**src/rtl/simon_pkg.sv**
```systemverilog
// Shared constants, FSM state type and 16-bit rotate helpers for the SIMON 32/64 core.
package simon_pkg;

    localparam int WORD_W    = 16;
    localparam int KEY_WORDS = 4;
    localparam int ROUNDS    = 32;

    // Declared [0:61] so Z0[0] is the first bit of the published z0 sequence.
    localparam logic [0:61] Z0 = 62'b11111010001001010110000111001101111101000100101011000011100110;

    localparam logic [WORD_W-1:0] C_CONST = 16'hFFFC;

    typedef enum logic [1:0] {
        IDLE = 2'd0,
        RUN  = 2'd1,
        DONE = 2'd2
    } state_t;

    function automatic logic [WORD_W-1:0] rol16(input logic [WORD_W-1:0] v, input int n);
        return (v << n) | (v >> (WORD_W - n));
    endfunction

    function automatic logic [WORD_W-1:0] ror16(input logic [WORD_W-1:0] v, input int n);
        return (v >> n) | (v << (WORD_W - n));
    endfunction

endpackage

```
**src/rtl/simon_round.sv**
```systemverilog
// One combinational SIMON 32/64 round plus the matching key-schedule step.
// Only k[i], k[i+1] and k[i+3] of the window are needed to form x', y' and k[i+4].
module simon_round
    import simon_pkg::*;
(
    input  logic [WORD_W-1:0] x_i,
    input  logic [WORD_W-1:0] y_i,
    input  logic [WORD_W-1:0] k0_i,
    input  logic [WORD_W-1:0] k1_i,
    input  logic [WORD_W-1:0] k3_i,
    input  logic              z_i,
    output logic [WORD_W-1:0] x_o,
    output logic [WORD_W-1:0] y_o,
    output logic [WORD_W-1:0] knew_o
);

    logic [WORD_W-1:0] f;
    logic [WORD_W-1:0] tmp;

    always_comb begin
        f      = (rol16(x_i, 1) & rol16(x_i, 8)) ^ rol16(x_i, 2);
        x_o    = y_i ^ f ^ k0_i;
        y_o    = x_i;
        tmp    = ror16(k3_i, 3) ^ k1_i;
        tmp    = tmp ^ ror16(tmp, 1);
        knew_o = k0_i ^ tmp ^ C_CONST ^ {{(WORD_W-1){1'b0}}, z_i};
    end

endmodule

```
**src/rtl/simon_newer.sv**
```systemverilog
// Iterative SIMON 32/64 encryptor: one round per clock, key expanded on the fly.
// start in IDLE/DONE latches key and block; done rises 32 edges later and holds until restart.
module simon_newer
    import simon_pkg::*;
(
    input  logic        clk,
    input  logic        reset,
    input  logic        start,
    input  logic [63:0] key,
    input  logic [31:0] plain_text,
    output logic [31:0] cipher_text,
    output logic        done
);

    localparam int KW = WORD_W * KEY_WORDS;

    state_t            state_q, state_d;
    logic [4:0]        cnt_q, cnt_d;
    logic [WORD_W-1:0] x_q, x_d, y_q, y_d;
    logic [KW-1:0]     kwin_q, kwin_d;
    logic [31:0]       ct_q, ct_d;
    logic              done_q, done_d;

    logic [WORD_W-1:0] x_nxt, y_nxt, k_new;

    simon_round u_round (
        .x_i    (x_q),
        .y_i    (y_q),
        .k0_i   (kwin_q[WORD_W-1:0]),
        .k1_i   (kwin_q[2*WORD_W-1:WORD_W]),
        .k3_i   (kwin_q[KW-1:3*WORD_W]),
        .z_i    (Z0[cnt_q]),
        .x_o    (x_nxt),
        .y_o    (y_nxt),
        .knew_o (k_new)
    );

    always_comb begin
        state_d = state_q;
        cnt_d   = cnt_q;
        x_d     = x_q;
        y_d     = y_q;
        kwin_d  = kwin_q;
        ct_d    = ct_q;
        done_d  = done_q;
        case (state_q)
            IDLE, DONE: begin
                if (start) begin
                    state_d = RUN;
                    cnt_d   = 5'd0;
                    x_d     = plain_text[31:16];
                    y_d     = plain_text[15:0];
                    kwin_d  = key;
                    done_d  = 1'b0;
                end
            end
            RUN: begin
                // start is deliberately ignored here so a held start runs once.
                x_d    = x_nxt;
                y_d    = y_nxt;
                kwin_d = {k_new, kwin_q[KW-1:WORD_W]};
                if (cnt_q == 5'(ROUNDS - 1)) begin
                    ct_d    = {x_nxt, y_nxt};
                    done_d  = 1'b1;
                    state_d = DONE;
                end else begin
                    cnt_d = cnt_q + 5'd1;
                end
            end
            default: state_d = IDLE;
        endcase
    end

    always_ff @(posedge clk) begin
        if (reset) begin
            state_q <= IDLE;
            cnt_q   <= '0;
            x_q     <= '0;
            y_q     <= '0;
            kwin_q  <= '0;
            ct_q    <= '0;
            done_q  <= 1'b0;
        end else begin
            state_q <= state_d;
            cnt_q   <= cnt_d;
            x_q     <= x_d;
            y_q     <= y_d;
            kwin_q  <= kwin_d;
            ct_q    <= ct_d;
            done_q  <= done_d;
        end
    end

    assign cipher_text = ct_q;
    assign done        = done_q;

endmodule

```
**config.mk**
```make
export PLATFORM = sky130hd
export DESIGN_NAME = simon_newer
export DESIGN_NICKNAME = d
export VERILOG_FILES = /design/src/rtl/simon_pkg.sv /design/src/rtl/simon_round.sv /design/src/rtl/simon_newer.sv
export SDC_FILE = /design/constraint.sdc
export NUM_CORES = 1
export LEC_CHECK = 0
export ABC_AREA = 1
export BUFFER_PORTS_ARGS = -buffer_cell sky130_fd_sc_hd__buf_2
export CORE_MARGIN = 5
export CORE_UTILIZATION = 50
export DETAILED_ROUTE_END_ITERATION = 12
export PLACE_DENSITY = 0.75
export SLEW_MARGIN = 10
export SYNTH_ARGS = -nofsm -noshare
export SYNTH_HDL_FRONTEND = slang
export SYNTH_SLANG_ARGS = --single-unit
```
**constraint.sdc**
```tcl
create_clock -name clk -period 1.9 [get_ports clk]
set_clock_uncertainty 0.1 [all_clocks]
set_input_delay 0.38 -clock clk [delete_from_list [all_inputs] [get_ports clk]]
set_output_delay 0.38 -clock clk [all_outputs]
set_load 0.02 [all_outputs]
```
==> results.toml <==
[cells_and_area]
diodes = 0
area_delta_synth_final_pct = 21.3
final_nets = 1111
drive_gt1_share_pct = 19.7
design_area_um2 = 8070
fin_util_pct = 61.4

[sta]
fin_tns_setup_ns = 0
drv_slew = 0
fin_crit_ns = 1.76
slew_headroom_pct = 69.4
fin_crit_sh_pct = 92.6
max_freq_ghz = 0.568
rsz0062_at_grt = "no"
tightest_slew_ns = 0.460
setup_viol = 0
hold_violations = 0

[worst_setup_path]
critPathArrivalTime_ns = 1.97
worstPathMaxFanout = 4
worstSetupPathType = "register to register"
crit_required_ns = 2.11
startpoint_type = "register"
end_kind = "register"

[placement]
port_buffers = 131
dp_hpwl_mm = 13.4
place_congestion = 0.895
dpl_cell_area_um2 = 7450

[yosys]
yosys-top-cells-area = "dfxtp_1 41%, nand2_1 11%, a21oi_1 7.1%"
yosys.area_share.simple_pct = 16.9
syn_avg_cell_area_um2 = 7.44
ys_types = 34
ys_seq_area_share_pct = 40.9
synth_edf_count = 0
synth_adder_area_share_pct = 0.752
synth_top_area_share_pct = 40.9
ys_warn_count = 0
synth_top_family_by_area = "compound AO/OA/AOI/OAI gates"
synth_compound_area_share_pct = 24.0
syn_inst = 894
synth_seq_cells = 136
synth.largest_area_cell = "dfxtp_1"
synthXorXnorAreaFrac_pct = 9.08
synth_fp_nets = 997
synth_ff_type = "dfxtp_1"
muxShareOfSynthArea_pct = 0
async_reset_ff_share_pct = 0
synth_area_um2 = 6650

[clock_tree]
cts_tree = "done"
cts_buffer_depth = 2
clock_sinks = 136
cts-root-buf = "clkbuf_16"
numCtsBuffers = 17
htree_levels = 4
cts.reportedPaths.clkPinSlew_ns = 0.06
clk_latency_ns = 0.43

[floorplan]
core-area_um2 = 13100
initial_utilization_pct = 50.6
fp-row-count = 42
ios = 132
die_w_um = 125
dieArea_um2 = 15700
dieHeight_um = 125

[flow_run]
cap_violations = 0

[drt]
drtAntennaViolNets = 0
drc_errors = 0
met2_length_mm = 9.02
viasPerCell = 5.45
first_pass_iters = 5
met3_length_mm = 1.44
drt_wl_total_mm = 19.4
wl_met1_mm = 8.47
vias = 6508
drtIter0Drc = 539
top_layer = "met4"
wire_per_inst_um = 16.2

[grt]
grt_overflow_total = 0
antenna_found_initial = 0
first_global_vias = 5987
grt_max_degree = 68
track_usage_pct = 24.3
grt_pass1_wl_mm = 30.6

[power]
p_per_area_nw_per_um2 = 1020
total_power_uw = 8260
ir_drop_mv = 0.669
p_leak_uw = 0.00366

[hold_path]
hp-class = "primary input to register"

[run_status]
status = "finished clean"
[cells by family (layout without fill, tap and decap cells)]
logic type                 count (synthesis)  in the layout
DFF                                      136            136
AOI/OAI and AO/OA                        281            281
and+or+nand+nor                          280            280
xor gates and xnor gates                  69             69
buffers and inverters                    124            249
adders and majority gates                  4              4
[where the power goes]
| part | leakage, µW | switching, µW | total (µW) | internal, µW |
|---|---|---|---|---|
| logic | 0.00227 | 958 | 1570 | 617 |
| clock network | 0.000272 | 1250 | 3300 | 2050 |
| registers | 0.00112 | 286 | 3380 | 3100 |
[final timing paths]
kind,startpoint,end,slack (ns),depth (start not counted)
worst max-delay path,cnt_q[0],cnt_q[2],0.14,9
worst min register to register,cipher_text[13],cipher_text[13],0.36,2
worst min-delay path,key[42],kwin_q[42],0.08,3
worst max register to register,cnt_q[0],cnt_q[2],0.14,9
[worst max-delay path, stage by stage, from the launching register on]
cell	delay, ns
dfxtp_2	0.34
ha_2	0.20
nand2_2	0.11
nor2_2	0.04
ha_2	0.19
buf_4	0.14
nor2_4	0.13
inv_1	0.10
o21ai_0	0.23
a21oi_1	0.07
[layer usage]
layer  vias to the layer above  track usage, %
met3                        33            5.59
met1                      2982            33.2
met5                         -               0
met4                         0            7.84
met2                       253            38.2
li1                       3240               -
[through the flow]
stage | hold WS [ns] | std cells | worst slack [ns]
final | 0.0825 | 1195 | 0.140
after floorplan | 0.360 | 894 | 0.213
after global placement | 0.349 | 1163 | 0.0798
after global routing | 0.0867 | 1195 | 0.0493
after CTS | 0.0759 | 1195 | 0.0661
after detailed placement | 0.353 | 1163 | 0.0260
[Yosys cell counts, drive strengths merged (2+ instances only)]
master and count:
xor2 52, dfxtp 136, nor2 42, nand3 7, o21a 16, o22ai 40
clkbuf 30, nand2 203, inv 62, o21ai 104, a21oi 94, o221ai 24
clkinv 2, buf 30, xnor2 17, nor3 24, ha 4
[area by class of cell]
class / instances / area [µm²]
tap: 176 / 220
multi-input combinational: 634 / 3400
inverter: 64 / 244
sequential: 136 / 2730
clock inverter: 11 / 151
clock buffer: 19 / 433
timing repair buffer: 155 / 898
fill: 1178 / 5070
[placed cells by master (no fill, tap or decap), types with 2 or more instances in the layout]
cell type	netlist	layout
o21ai_0	90	90
clkinv_2	1	2
inv_1	59	58
xnor2_1	17	17
clkbuf_16	0	17
inv_2	2	4
nor3_1	24	24
nand3_1	7	7
nor2_1	40	39
a21oi_1	94	93
bufinv_16	0	3
o21a_1	16	16
nand2_1	201	200
o22ai_1	40	40
buf_12	0	5
o221ai_1	24	24
buf_4	7	19
dfxtp_2	0	2
nor2_4	1	2
o21ai_1	14	14
nand2_4	1	2
xor2_1	52	52
clkbuf_1	30	2
ha_1	4	2
dfxtp_1	136	134
clkinv_4	0	2
clkinvlp_4	0	4
buf_2	18	131
ha_2	0	2
[flip-flops by register name (all words and copies together), names as in the netlist]
name,count
done,1
kwin_q,64
x_q,16
cnt_q,5
state_q,2
y_q,16
cipher_text,32
[repair_timing]
action,in CTS,in global routing
setup endpoints to repair,7,33
resized for setup,1,8
pin swaps,1,1
hold buffers,0,0
setup buffers,2,0
No activity file was read; power rests on OpenSTA's default activity.
